**config.mk**
```make
export PLATFORM = sky130hd
export DESIGN_NAME = arm_multicycle_control
export DESIGN_NICKNAME = d
export VERILOG_FILES = /design/src/rtl/arm_mc_pkg.sv /design/src/rtl/arm_cond_logic.sv /design/src/rtl/arm_multicycle_control.sv
export SDC_FILE = /design/constraint.sdc
export NUM_CORES = 1
export LEC_CHECK = 0
export BUFFER_PORTS_ARGS = -buffer_cell sky130_fd_sc_hd__buf_4
export CAP_MARGIN = 25
export CORE_MARGIN = 4
export CORE_UTILIZATION = 44
export CTS_CLUSTER_SIZE = 14
export DETAILED_ROUTE_END_ITERATION = 16
export PLACE_DENSITY_LB_ADDON = 0.3
export SYNTH_ARGS = -nofsm -noshare
export SYNTH_HDL_FRONTEND = slang
export SYNTH_SLANG_ARGS = --single-unit
```
**constraint.sdc**
```tcl
create_clock -name CLK -period 2.85 [get_ports CLK]
set_clock_uncertainty 0.1 [all_clocks]
set_input_delay 0.57 -clock CLK [delete_from_list [all_inputs] [get_ports CLK]]
set_output_delay 0.57 -clock CLK [all_outputs]
set_load 0.005 [all_outputs]
```
**src/rtl/arm_mc_pkg.sv**
```systemverilog
// Shared encodings for the multicycle ARM control unit: FSM states, datapath
// mux codes, ALU operation codes and condition-code evaluation.
package arm_mc_pkg;

    typedef enum logic [3:0] {
        S_FETCH  = 4'd0,
        S_DECODE = 4'd1,
        S_MEMADR = 4'd2,
        S_MEMRD  = 4'd3,
        S_MEMWB  = 4'd4,
        S_MEMWR  = 4'd5,
        S_EXECR  = 4'd6,
        S_EXECI  = 4'd7,
        S_ALUWB  = 4'd8,
        S_BRANCH = 4'd9
    } state_t;

    localparam logic [1:0] OP_DP  = 2'b00;
    localparam logic [1:0] OP_MEM = 2'b01;
    localparam logic [1:0] OP_BR  = 2'b10;

    localparam logic [3:0] CMD_AND = 4'b0000;
    localparam logic [3:0] CMD_EOR = 4'b0001;
    localparam logic [3:0] CMD_SUB = 4'b0010;
    localparam logic [3:0] CMD_ADD = 4'b0100;
    localparam logic [3:0] CMD_CMP = 4'b1010;
    localparam logic [3:0] CMD_ORR = 4'b1100;

    localparam logic [2:0] ALU_ADD = 3'd0;
    localparam logic [2:0] ALU_SUB = 3'd1;
    localparam logic [2:0] ALU_AND = 3'd2;
    localparam logic [2:0] ALU_ORR = 3'd3;
    localparam logic [2:0] ALU_EOR = 3'd4;

    localparam logic [1:0] RES_ALUOUT    = 2'b00;
    localparam logic [1:0] RES_DATA      = 2'b01;
    localparam logic [1:0] RES_ALURESULT = 2'b10;

    localparam logic [1:0] SRCB_REG  = 2'b00;
    localparam logic [1:0] SRCB_IMM  = 2'b01;
    localparam logic [1:0] SRCB_FOUR = 2'b10;

    localparam logic [3:0] COND_EQ = 4'b0000;
    localparam logic [3:0] COND_NE = 4'b0001;
    localparam logic [3:0] COND_CS = 4'b0010;
    localparam logic [3:0] COND_CC = 4'b0011;
    localparam logic [3:0] COND_MI = 4'b0100;
    localparam logic [3:0] COND_PL = 4'b0101;
    localparam logic [3:0] COND_VS = 4'b0110;
    localparam logic [3:0] COND_VC = 4'b0111;
    localparam logic [3:0] COND_HI = 4'b1000;
    localparam logic [3:0] COND_LS = 4'b1001;
    localparam logic [3:0] COND_GE = 4'b1010;
    localparam logic [3:0] COND_LT = 4'b1011;
    localparam logic [3:0] COND_GT = 4'b1100;
    localparam logic [3:0] COND_LE = 4'b1101;
    localparam logic [3:0] COND_AL = 4'b1110;

    // Evaluate an ARM condition field against an {N,Z,C,V} flag vector.
    function automatic logic cond_eval(input logic [3:0] cond, input logic [3:0] nzcv);
        logic n, z, c, v, r;
        {n, z, c, v} = nzcv;
        r = 1'b0;
        case (cond)
            COND_EQ: r = z;
            COND_NE: r = ~z;
            COND_CS: r = c;
            COND_CC: r = ~c;
            COND_MI: r = n;
            COND_PL: r = ~n;
            COND_VS: r = v;
            COND_VC: r = ~v;
            COND_HI: r = c & ~z;
            COND_LS: r = ~c | z;
            COND_GE: r = (n == v);
            COND_LT: r = (n != v);
            COND_GT: r = ~z & (n == v);
            COND_LE: r = z | (n != v);
            COND_AL: r = 1'b1;
            default: r = 1'b0;
        endcase
        return r;
    endfunction

endpackage

```
**src/rtl/arm_cond_logic.sv**
```systemverilog
// NZCV flag register, condition evaluation and gating of the architectural
// write enables; reset holds every write enable low.
module arm_cond_logic
    import arm_mc_pkg::*;
(
    input  logic       CLK,
    input  logic       RST,
    input  logic [3:0] Cond,
    input  logic [3:0] ALUFlags,
    input  logic [1:0] FlagW,
    input  logic       flag_en,
    input  logic       PCS,
    input  logic       NextPC,
    input  logic       RegW,
    input  logic       MemW,
    input  logic       NoWrite,
    output logic       PCWrite,
    output logic       RegWrite,
    output logic       MemWrite
);

    logic [1:0] nz;
    logic [1:0] cv;
    logic       cond_ex;

    assign cond_ex = cond_eval(Cond, {nz, cv});

    // Flags load only on the edge that leaves an execute state.
    always_ff @(posedge CLK or posedge RST) begin
        if (RST) begin
            nz <= 2'b00;
            cv <= 2'b00;
        end else if (flag_en && cond_ex) begin
            if (FlagW[1]) nz <= ALUFlags[3:2];
            if (FlagW[0]) cv <= ALUFlags[1:0];
        end
    end

    assign PCWrite  = ~RST & (NextPC | (PCS & cond_ex));
    assign RegWrite = ~RST & RegW & cond_ex & ~NoWrite;
    assign MemWrite = ~RST & MemW & cond_ex;

endmodule

```
**src/rtl/arm_multicycle_control.sv**
```systemverilog
// Multicycle ARM control unit: Moore sequencing FSM and ALU decoder, with
// flag handling and conditional write gating in arm_cond_logic.
module arm_multicycle_control
    import arm_mc_pkg::*;
#(
    parameter  int unsigned EXT_OPS   = 0,
    localparam int unsigned ALUCTRL_W = (EXT_OPS != 0) ? 3 : 2
) (
    input  logic                 CLK,
    input  logic                 RST,
    input  logic [3:0]           Cond,
    input  logic [1:0]           Op,
    input  logic [5:0]           Funct,
    input  logic [3:0]           Rd,
    input  logic [3:0]           ALUFlags,
    output logic                 PCWrite,
    output logic                 AdrSrc,
    output logic                 MemWrite,
    output logic                 IRWrite,
    output logic [1:0]           ResultSrc,
    output logic                 ALUSrcA,
    output logic [1:0]           ALUSrcB,
    output logic                 RegWrite,
    output logic [1:0]           ImmSrc,
    output logic [1:0]           RegSrc,
    output logic [ALUCTRL_W-1:0] ALUControl,
    output logic [3:0]           State
);

    state_t     state, state_nxt;
    logic       next_pc, branch, reg_w, mem_w, ir_write, alu_op;
    logic [3:0] cmd;
    logic [2:0] dec_ctrl;
    logic       dec_valid, dec_cv, dec_nowrite;
    logic [1:0] flag_w;
    logic       no_write, pcs, flag_en;

    always_ff @(posedge CLK or posedge RST) begin
        if (RST) state <= S_FETCH;
        else     state <= state_nxt;
    end

    // Next state and per-state Moore outputs.
    always_comb begin
        state_nxt = S_FETCH;
        next_pc   = 1'b0;
        branch    = 1'b0;
        reg_w     = 1'b0;
        mem_w     = 1'b0;
        ir_write  = 1'b0;
        alu_op    = 1'b0;
        AdrSrc    = 1'b0;
        ALUSrcA   = 1'b0;
        ALUSrcB   = SRCB_REG;
        ResultSrc = RES_ALUOUT;
        case (state)
            S_FETCH: begin
                state_nxt = S_DECODE;
                ir_write  = 1'b1;
                next_pc   = 1'b1;
                ALUSrcA   = 1'b1;
                ALUSrcB   = SRCB_FOUR;
                ResultSrc = RES_ALURESULT;
            end
            S_DECODE: begin
                ALUSrcA   = 1'b1;
                ALUSrcB   = SRCB_FOUR;
                ResultSrc = RES_ALURESULT;
                case (Op)
                    OP_MEM:  state_nxt = S_MEMADR;
                    OP_DP:   state_nxt = Funct[5] ? S_EXECI : S_EXECR;
                    OP_BR:   state_nxt = S_BRANCH;
                    default: state_nxt = S_FETCH;
                endcase
            end
            S_MEMADR: begin
                state_nxt = Funct[0] ? S_MEMRD : S_MEMWR;
                ALUSrcB   = SRCB_IMM;
            end
            S_MEMRD: begin
                state_nxt = S_MEMWB;
                AdrSrc    = 1'b1;
            end
            S_MEMWB: begin
                ResultSrc = RES_DATA;
                reg_w     = 1'b1;
            end
            S_MEMWR: begin
                AdrSrc = 1'b1;
                mem_w  = 1'b1;
            end
            S_EXECR: begin
                state_nxt = S_ALUWB;
                alu_op    = 1'b1;
            end
            S_EXECI: begin
                state_nxt = S_ALUWB;
                alu_op    = 1'b1;
                ALUSrcB   = SRCB_IMM;
            end
            S_ALUWB: begin
                reg_w = 1'b1;
            end
            S_BRANCH: begin
                ALUSrcB   = SRCB_IMM;
                ResultSrc = RES_ALURESULT;
                branch    = 1'b1;
            end
            default: state_nxt = S_FETCH;
        endcase
    end

    assign cmd = Funct[4:1];

    // Data-processing command decode; the extended ops exist only with EXT_OPS.
    always_comb begin
        dec_ctrl    = ALU_ADD;
        dec_valid   = 1'b1;
        dec_cv      = 1'b0;
        dec_nowrite = 1'b0;
        case (cmd)
            CMD_ADD: begin dec_ctrl = ALU_ADD; dec_cv = 1'b1; end
            CMD_SUB: begin dec_ctrl = ALU_SUB; dec_cv = 1'b1; end
            CMD_AND: dec_ctrl = ALU_AND;
            CMD_ORR: dec_ctrl = ALU_ORR;
            CMD_EOR: begin
                if (EXT_OPS != 0) dec_ctrl = ALU_EOR;
                else begin dec_valid = 1'b0; dec_nowrite = 1'b1; end
            end
            CMD_CMP: begin
                if (EXT_OPS != 0) begin
                    dec_ctrl    = ALU_SUB;
                    dec_cv      = 1'b1;
                    dec_nowrite = 1'b1;
                end else begin
                    dec_valid   = 1'b0;
                    dec_nowrite = 1'b1;
                end
            end
            default: begin
                dec_valid   = 1'b0;
                dec_nowrite = 1'b1;
            end
        endcase
    end

    assign ALUControl = ALUCTRL_W'((alu_op && dec_valid) ? dec_ctrl : ALU_ADD);
    assign flag_w     = (alu_op && dec_valid) ? {Funct[0], Funct[0] & dec_cv} : 2'b00;
    // NoWrite must survive into ALUWB, where the ALU is no longer decoding cmd.
    assign no_write   = (Op == OP_DP) & dec_nowrite;
    assign pcs        = ((Rd == 4'd15) & reg_w) | branch;
    assign flag_en    = (state == S_EXECR) || (state == S_EXECI);

    arm_cond_logic u_cond (
        .CLK      (CLK),
        .RST      (RST),
        .Cond     (Cond),
        .ALUFlags (ALUFlags),
        .FlagW    (flag_w),
        .flag_en  (flag_en),
        .PCS      (pcs),
        .NextPC   (next_pc),
        .RegW     (reg_w),
        .MemW     (mem_w),
        .NoWrite  (no_write),
        .PCWrite  (PCWrite),
        .RegWrite (RegWrite),
        .MemWrite (MemWrite)
    );

    assign IRWrite = ir_write & ~RST;
    assign ImmSrc  = Op;
    assign RegSrc  = {Op == OP_MEM, Op == OP_BR};
    assign State   = state;

endmodule
```
==> impl_metrics.env, run 1 <==
export IMPL_status="completed"
export IMPL_r2r_start="State[3]"
export IMPL_drt_iter0_drc=17
export IMPL_routed_via_density=5.33
export IMPL_firstDrtPassIters=4
export IMPL_async_flop_share_pct=100
export IMPL_critPathKind="flip-flop to primary output"
export IMPL_area_growth_synth_to_final_pct=41.9
export IMPL_fp_dieW_um=50.4
export IMPL_wirelength_um=2130
export IMPL_power_total_w=0.000735
export IMPL_dp_hpwl_um=1690
export IMPL_p_per_area_nw_per_um2=655
export IMPL_crit_buf_inv=1
export IMPL_cts_inserted_buffers=3
export IMPL_stdcell_count=169
export IMPL_ys_types=36
export IMPL_cts_buffer_depth=2
export IMPL_synth_top_cell_by_area="dfrtp_1"
export IMPL_dominantRegCellSynth="dfrtp_1"
export IMPL_end_kind="primary output"
export IMPL_path_cells="xor2_1, o311ai_1, nand3_1, a32oi_2, nand2_1, a31o_2, buf_4"
export IMPL_grt_pass1_vias=779
export IMPL_track_usage_pct=16.5
export IMPL_setup_violations=0
export IMPL_required_ns=2.18
export IMPL_path_max_fanout=4
export IMPL_coreArea_um2=1710
export IMPL_synth_area_um2=791
export IMPL_clk_latency_ns=0.25
export IMPL_synth_enable_flop_cells=0
export IMPL_avgRoutedWirePerCell_um=12.6
export IMPL_yosysSeqAreaShare_pct=25.3
export IMPL_h_tree_depth=1
export IMPL_cpLargestDelayFamily="compound AO/OA/AOI/OAI gates"
export IMPL_cts_tree="done"
export IMPL_start_util_pct=46.3
export IMPL_hold_viol=0
export IMPL_cp_slowest_cell="dfrtp_1"
export IMPL_dieArea_um2=2540
export IMPL_cts_sinks=8
export IMPL_crit_path_end="PCWrite"
export IMPL_layout_nets=168
export IMPL_layout_common_cells="buf_4 (42), nor2_1 (13), a21oi_1 (9)"
export IMPL_dp_worst_setup_slack_ns=0.182
export IMPL_fin_crit_ns=2.68
export IMPL_leakagePower_nw=0.547
export IMPL_arrival_ns=2.01
export IMPL_grt_antenna_before_repair=0
export IMPL_layout_drive_gt1_share_pct=37.5
export IMPL_relSlewSlack_pct=76.0
export IMPL_max_freq_mhz=374
export IMPL_ios=42
export IMPL_worst_path_stages=7
export IMPL_synth_avg_cell_area_um2=7.39
export IMPL_port_buffers=41
export IMPL_yosysWarningCount=0
export IMPL_fin_ws_ns=0.173
export IMPL_ctsRootBufferMaster="clkbuf_4"
export IMPL_grt_start_max_net_pins=19
export IMPL_antenna_cells=0
export IMPL_ys_ff_latch=8
export IMPL_rows=15
export IMPL_antenna_left=0
export IMPL_placedCellCount=166
export IMPL_crit_path_start="u_cond.cv[0]"
export IMPL_rrSetupSlack_ns=0.68
export IMPL_syn_nets=129
export IMPL_syn_inst=107
export IMPL_grt_pass1_wl_um=3260
export IMPL_start_kind="flip-flop"
export IMPL_netlist_top_cells_area="dfrtp_1 (25%), nor2_1 (6.2%), a21oi_1 (5.7%)"
export IMPL_fin_setup_tns_ns=0
export IMPL_drc=0
export IMPL_vias=901
export IMPL_reg2reg_depth=4
export IMPL_grt_overflow_total=0
export IMPL_clk_pin_slew_ns=0.05
export IMPL_post_route_period_util_pct=93.9
export IMPL_place_gp_congestion=0.852
export IMPL_tightest_slew_ns=0.356
export IMPL_maxSlewViolCount=0
export IMPL_synth_top_area_share_pct=25.3
export IMPL_rr_endpoint="u_cond.cv[0]"
export IMPL_rsz0062_at_grt="no"
export IMPL_cts_setup_buffers=0
export IMPL_min_path_type="primary input to async pin"
export IMPL_layout_commonest_cell="buf_4"
export IMPL_fp_dieH_um=50.4
export IMPL_cap_violations=0
export IMPL_slowest_delay_ns=0.40
export IMPL_vdd_drop_max_v=0.000633
## repair_timing
action,4_1_cts,5_1_grt
gates resized for setup,0,2
endpoints found under the setup margin,0,3
hold buffers,0,0
## through the flow
stage | hold WS [ns] | area [um2] | util (%)
2_1_floorplan | 0.286 | 791 | -
3_3_place_gp | 0.440 | 1090 | 64.0
3_5_place_dp | 0.446 | 1090 | 64.0
4_1_cts | 0.176 | 1110 | 65.3
5_1_grt | 0.188 | 1120 | 65.7
6_report | 0.176 | 1120 | 65.7
## worst min-delay path by stage
| stage | start | endpoint | slack [ns] | depth (start not counted) |
|---|---|---|---|---|
| detailed placement | RST | u_cond.cv[1] | 0.45 | 2 |
| global route | RST | u_cond.cv[1] | 0.19 | 2 |
| finish | RST | u_cond.cv[1] | 0.18 | 2 |
| CTS | RST | u_cond.cv[0] | 0.18 | 2 |
| floorplan | RST | State[0] | 0.29 | 1 |
| global placement | u_cond.cv[0] | u_cond.cv[0] | 0.44 | 1 |
## metal layers
| metal | GRT usage (%) | vias up | part of all wire, % |
|---|---|---|---|
| li1 | - | 459 | - |
| met2 | 28.3 | 31 | 51 |
| met4 | 2.69 | 0 | 0.94 |
| met5 | 0 | - | 0 |
| met3 | 6.23 | 2 | 7.0 |
| met1 | 19.9 | 409 | 41 |
## synthesized netlist by cell type, types with 2 or more instances
cell and instances:
dfrtp_1 8, nand4_1 3, buf_2 3, a31o_2 2
mux2_1 2, clkbuf_1 2, xor2_1 2, nand2_1 7
nor2_1 13, nand3_1 2, xnor2_1 2, o21ai_0 5
o22ai_1 2, and3_1 3, nor3_1 6, inv_1 6
nor4_1 2, a21oi_1 9, nand2b_1 2, nor2b_1 5
mux2_2 2, a31oi_1 2, buf_4 3, nor3b_1 2
## final cells by class
class                   count  area, um2
fillers                   141        586
flip-flops and latches      8        200
multi-input cells          85        531
repair buffers             42        315
inverters                   6       22.5
clock buffers               3       22.5
well taps                  25       31.3
## registers in the layout, summed over array words and instances, names as in the netlist
signal / flops
u_cond.nz: 2
u_cond.cv: 2
State: 4
## where the power goes
| group | switching [W] | leakage [nW] | internal (W) | total, W |
|---|---|---|---|---|
| Sequential | 0.0000594 | 0.107 | 0.000147 | 0.000207 |
| Clock | 0.0000340 | 0.0138 | 0.0000479 | 0.0000818 |
| Combinational | 0.000210 | 0.426 | 0.000237 | 0.000447 |
## logic make-up after synthesis
group | synth area share (%)
buf+inv | 8.54
mux | 6.96
xor+xnor | 4.43
compound gates | 20.4
flops | 25.3
simple gates | 34.3
No activity file was read; power rests on OpenSTA's default activity.
==> inputs of run 2 (changes only) <==
--- a/config.mk
+++ b/config.mk
@@ -8,10 +8,10 @@
 export BUFFER_PORTS_ARGS = -buffer_cell sky130_fd_sc_hd__buf_4
 export CAP_MARGIN = 25
 export CORE_MARGIN = 4
-export CORE_UTILIZATION = 44
+export CORE_UTILIZATION = 36
 export CTS_CLUSTER_SIZE = 14
 export DETAILED_ROUTE_END_ITERATION = 16
-export PLACE_DENSITY_LB_ADDON = 0.3
+export PLACE_DENSITY = 0.77
 export SYNTH_ARGS = -nofsm -noshare
 export SYNTH_HDL_FRONTEND = slang
 export SYNTH_SLANG_ARGS = --single-unit
==> run 2 against run 1 <==
Non-clock buffer count increased by 1. Flip-flop and latch count unchanged. Design area increased by 0.22%. Highest routed layer unchanged. Maximum frequency increased by 2.3%. Sequential share of layout area about the same. Largest power group unchanged.
==> impl_metrics.env, run 2 (synthesis results as in run 1) <==
export IMPL_rsz0062_at_grt="no"
export IMPL_rows=16
export IMPL_required_ns=2.18
export IMPL_rrSetupSlack_ns=0.67
export IMPL_crit_buf_inv=1
export IMPL_path_cells="xor2_1, o311ai_1, nand3_1, a32oi_1, nand2_1, a31o_2, buf_4"
export IMPL_layout_commonest_cell="buf_4"
export IMPL_hold_viol=0
export IMPL_vias=938
export IMPL_port_buffers=41
export IMPL_num_fill_cells=198
export IMPL_path_max_fanout=4
export IMPL_maxSlewViolCount=0
export IMPL_layout_common_cells="buf_4 (43), nor2_1 (13), a21oi_1 (9)"
export IMPL_h_tree_depth=1
export IMPL_grt_pass1_vias=917
export IMPL_p_int_w=0.000433
export IMPL_dieArea_um2=3010
export IMPL_leakagePower_nw=0.549
export IMPL_fin_setup_tns_ns=0
export IMPL_routed_via_density=5.45
export IMPL_cpLargestDelayFamily="compound AO/OA/AOI/OAI gates"
export IMPL_fp_dieW_um=54.9
export IMPL_ios=42
export IMPL_placedCellCount=169
export IMPL_critPathKind="flip-flop to primary output"
export IMPL_avgRoutedWirePerCell_um=13.2
export IMPL_min_path_type="primary input to async pin"
export IMPL_max_freq_mhz=382
export IMPL_coreArea_um2=2020
export IMPL_cts_tree="done"
export IMPL_status="completed"
export IMPL_grt_start_max_net_pins=19
export IMPL_cts_buffer_depth=2
export IMPL_antenna_cells=0
export IMPL_cts_inserted_buffers=3
export IMPL_layout_nets=169
export IMPL_register_area_um2=200
export IMPL_grt_overflow_total=0
export IMPL_area_growth_synth_to_final_pct=42.2
export IMPL_drt_iter0_drc=16
export IMPL_sequentialPowerShare_pct=27.9
export IMPL_slowest_delay_ns=0.42
export IMPL_cap_violations=0
export IMPL_setup_violations=0
export IMPL_wirelength_um=2280
export IMPL_layout_drive_gt1_share_pct=37.2
export IMPL_dp_worst_setup_slack_ns=0.285
export IMPL_fin_crit_ns=2.62
export IMPL_post_route_period_util_pct=91.8
export IMPL_end_kind="primary output"
export IMPL_clk_pin_slew_ns=0.06
export IMPL_place_gp_congestion=0.788
export IMPL_grt_antenna_before_repair=0
export IMPL_dp_hpwl_um=1840
export IMPL_relSlewSlack_pct=73.7
export IMPL_fp_dieH_um=54.9
export IMPL_clk_latency_ns=0.25
export IMPL_start_kind="flip-flop"
export IMPL_cts_sinks=8
export IMPL_grt_pass1_wl_um=3690
export IMPL_p_per_area_nw_per_um2=658
export IMPL_cp_slowest_cell="dfrtp_1"
export IMPL_power_frac_clock_pct=11.6
export IMPL_stdcell_count=172
export IMPL_antenna_left=0
export IMPL_vdd_drop_max_v=0.000474
export IMPL_ctsRootBufferMaster="clkbuf_4"
export IMPL_netSwitchingFraction_pct=41.5
export IMPL_comb_power_share_pct=60.5
export IMPL_track_usage_pct=16.5
export IMPL_fin_ws_ns=0.234
export IMPL_firstDrtPassIters=4
export IMPL_drc=0
export IMPL_p_switching_w=0.000307
export IMPL_largest_reg_flops=4
export IMPL_arrival_ns=1.95
export IMPL_start_util_pct=39.1
export IMPL_tightest_slew_ns=0.391
export IMPL_multi_input_area_um2=523
## run 2: cell types whose count changed in the layout (fill, tap and decap cells not counted)
cell / previous run / this run
a32oi_1: 0 / 1
a32oi_2: 1 / 0
buf_4: 42 / 43
## run 2: final timing paths
| check | start | end | cells past startpoint |
|---|---|---|---|
| max | u_cond.cv[0] | PCWrite | 7 |
| min | RST | State[0] | 2 |
| max reg2reg | State[2] | u_cond.cv[1] | 5 |
| min reg2reg | State[1] | State[3] | 2 |
| max in group asynchronous | RST | u_cond.cv[1] | 2 |
| min in group CLK | ALUFlags[1] | u_cond.cv[1] | 2 |
## run 2: cell type report
class | instances | area share, %
inverter | 6 | 2.00
tap | 27 | 3.00
multi-input combinational | 85 | 46.5
timing repair buffer | 43 | 28.7
clock buffer | 3 | 2.00
sequential | 8 | 17.8
## run 2: timing repair
item	4_1_cts	5_1_grt
resized for setup	0	1
setup endpoints to repair	0	3
hold buffers	0	0
buffers inserted	0	0
## run 2: worst reg2reg max path, delay by kind of cell, from the launching register on
family / cells / cell delay [ns]
mux: 1 / 0.33
compound gates: 1 / 0.15
flops: 1 / 0.48
simple gates: 3 / 0.99
## run 2: power groups by stage
stage	Clock, W	Sequential (W)	Combinational, W
6_report	0.0000860	0.000206	0.000448
5_1_grt	0.0000951	0.000213	0.000500
4_1_cts	0.0000906	0.000205	0.000452
3_5_place_dp	0	0.000207	0.000448
3_3_place_gp	0	0.000207	0.000440
2_1_floorplan	0	0.000176	0.000275
## run 2: per-stage QoR
step | power [W] | util, % | hold slack (ns) | instance area, um2
after global placement | 0.000647 | 54.5 | 0.441 | 1100
after global routing | 0.000809 | 55.6 | 0.217 | 1120
final | 0.000740 | 55.6 | 0.199 | 1120
after detailed placement | 0.000655 | 54.5 | 0.455 | 1100
after CTS | 0.000747 | 55.6 | 0.202 | 1120
after floorplan | 0.000451 | - | 0.286 | 791
## run 2: layer usage
| metal | part of all wire, % | wire [um] | track usage [%] |
|---|---|---|---|
| met1 | 42 | 949 | 21.1 |
| met5 | 0 | 0 | 0 |
| met3 | 7.7 | 176 | 3.00 |
| met2 | 50 | 1140 | 27.6 |
| met4 | 0.35 | 8 | 5.81 |
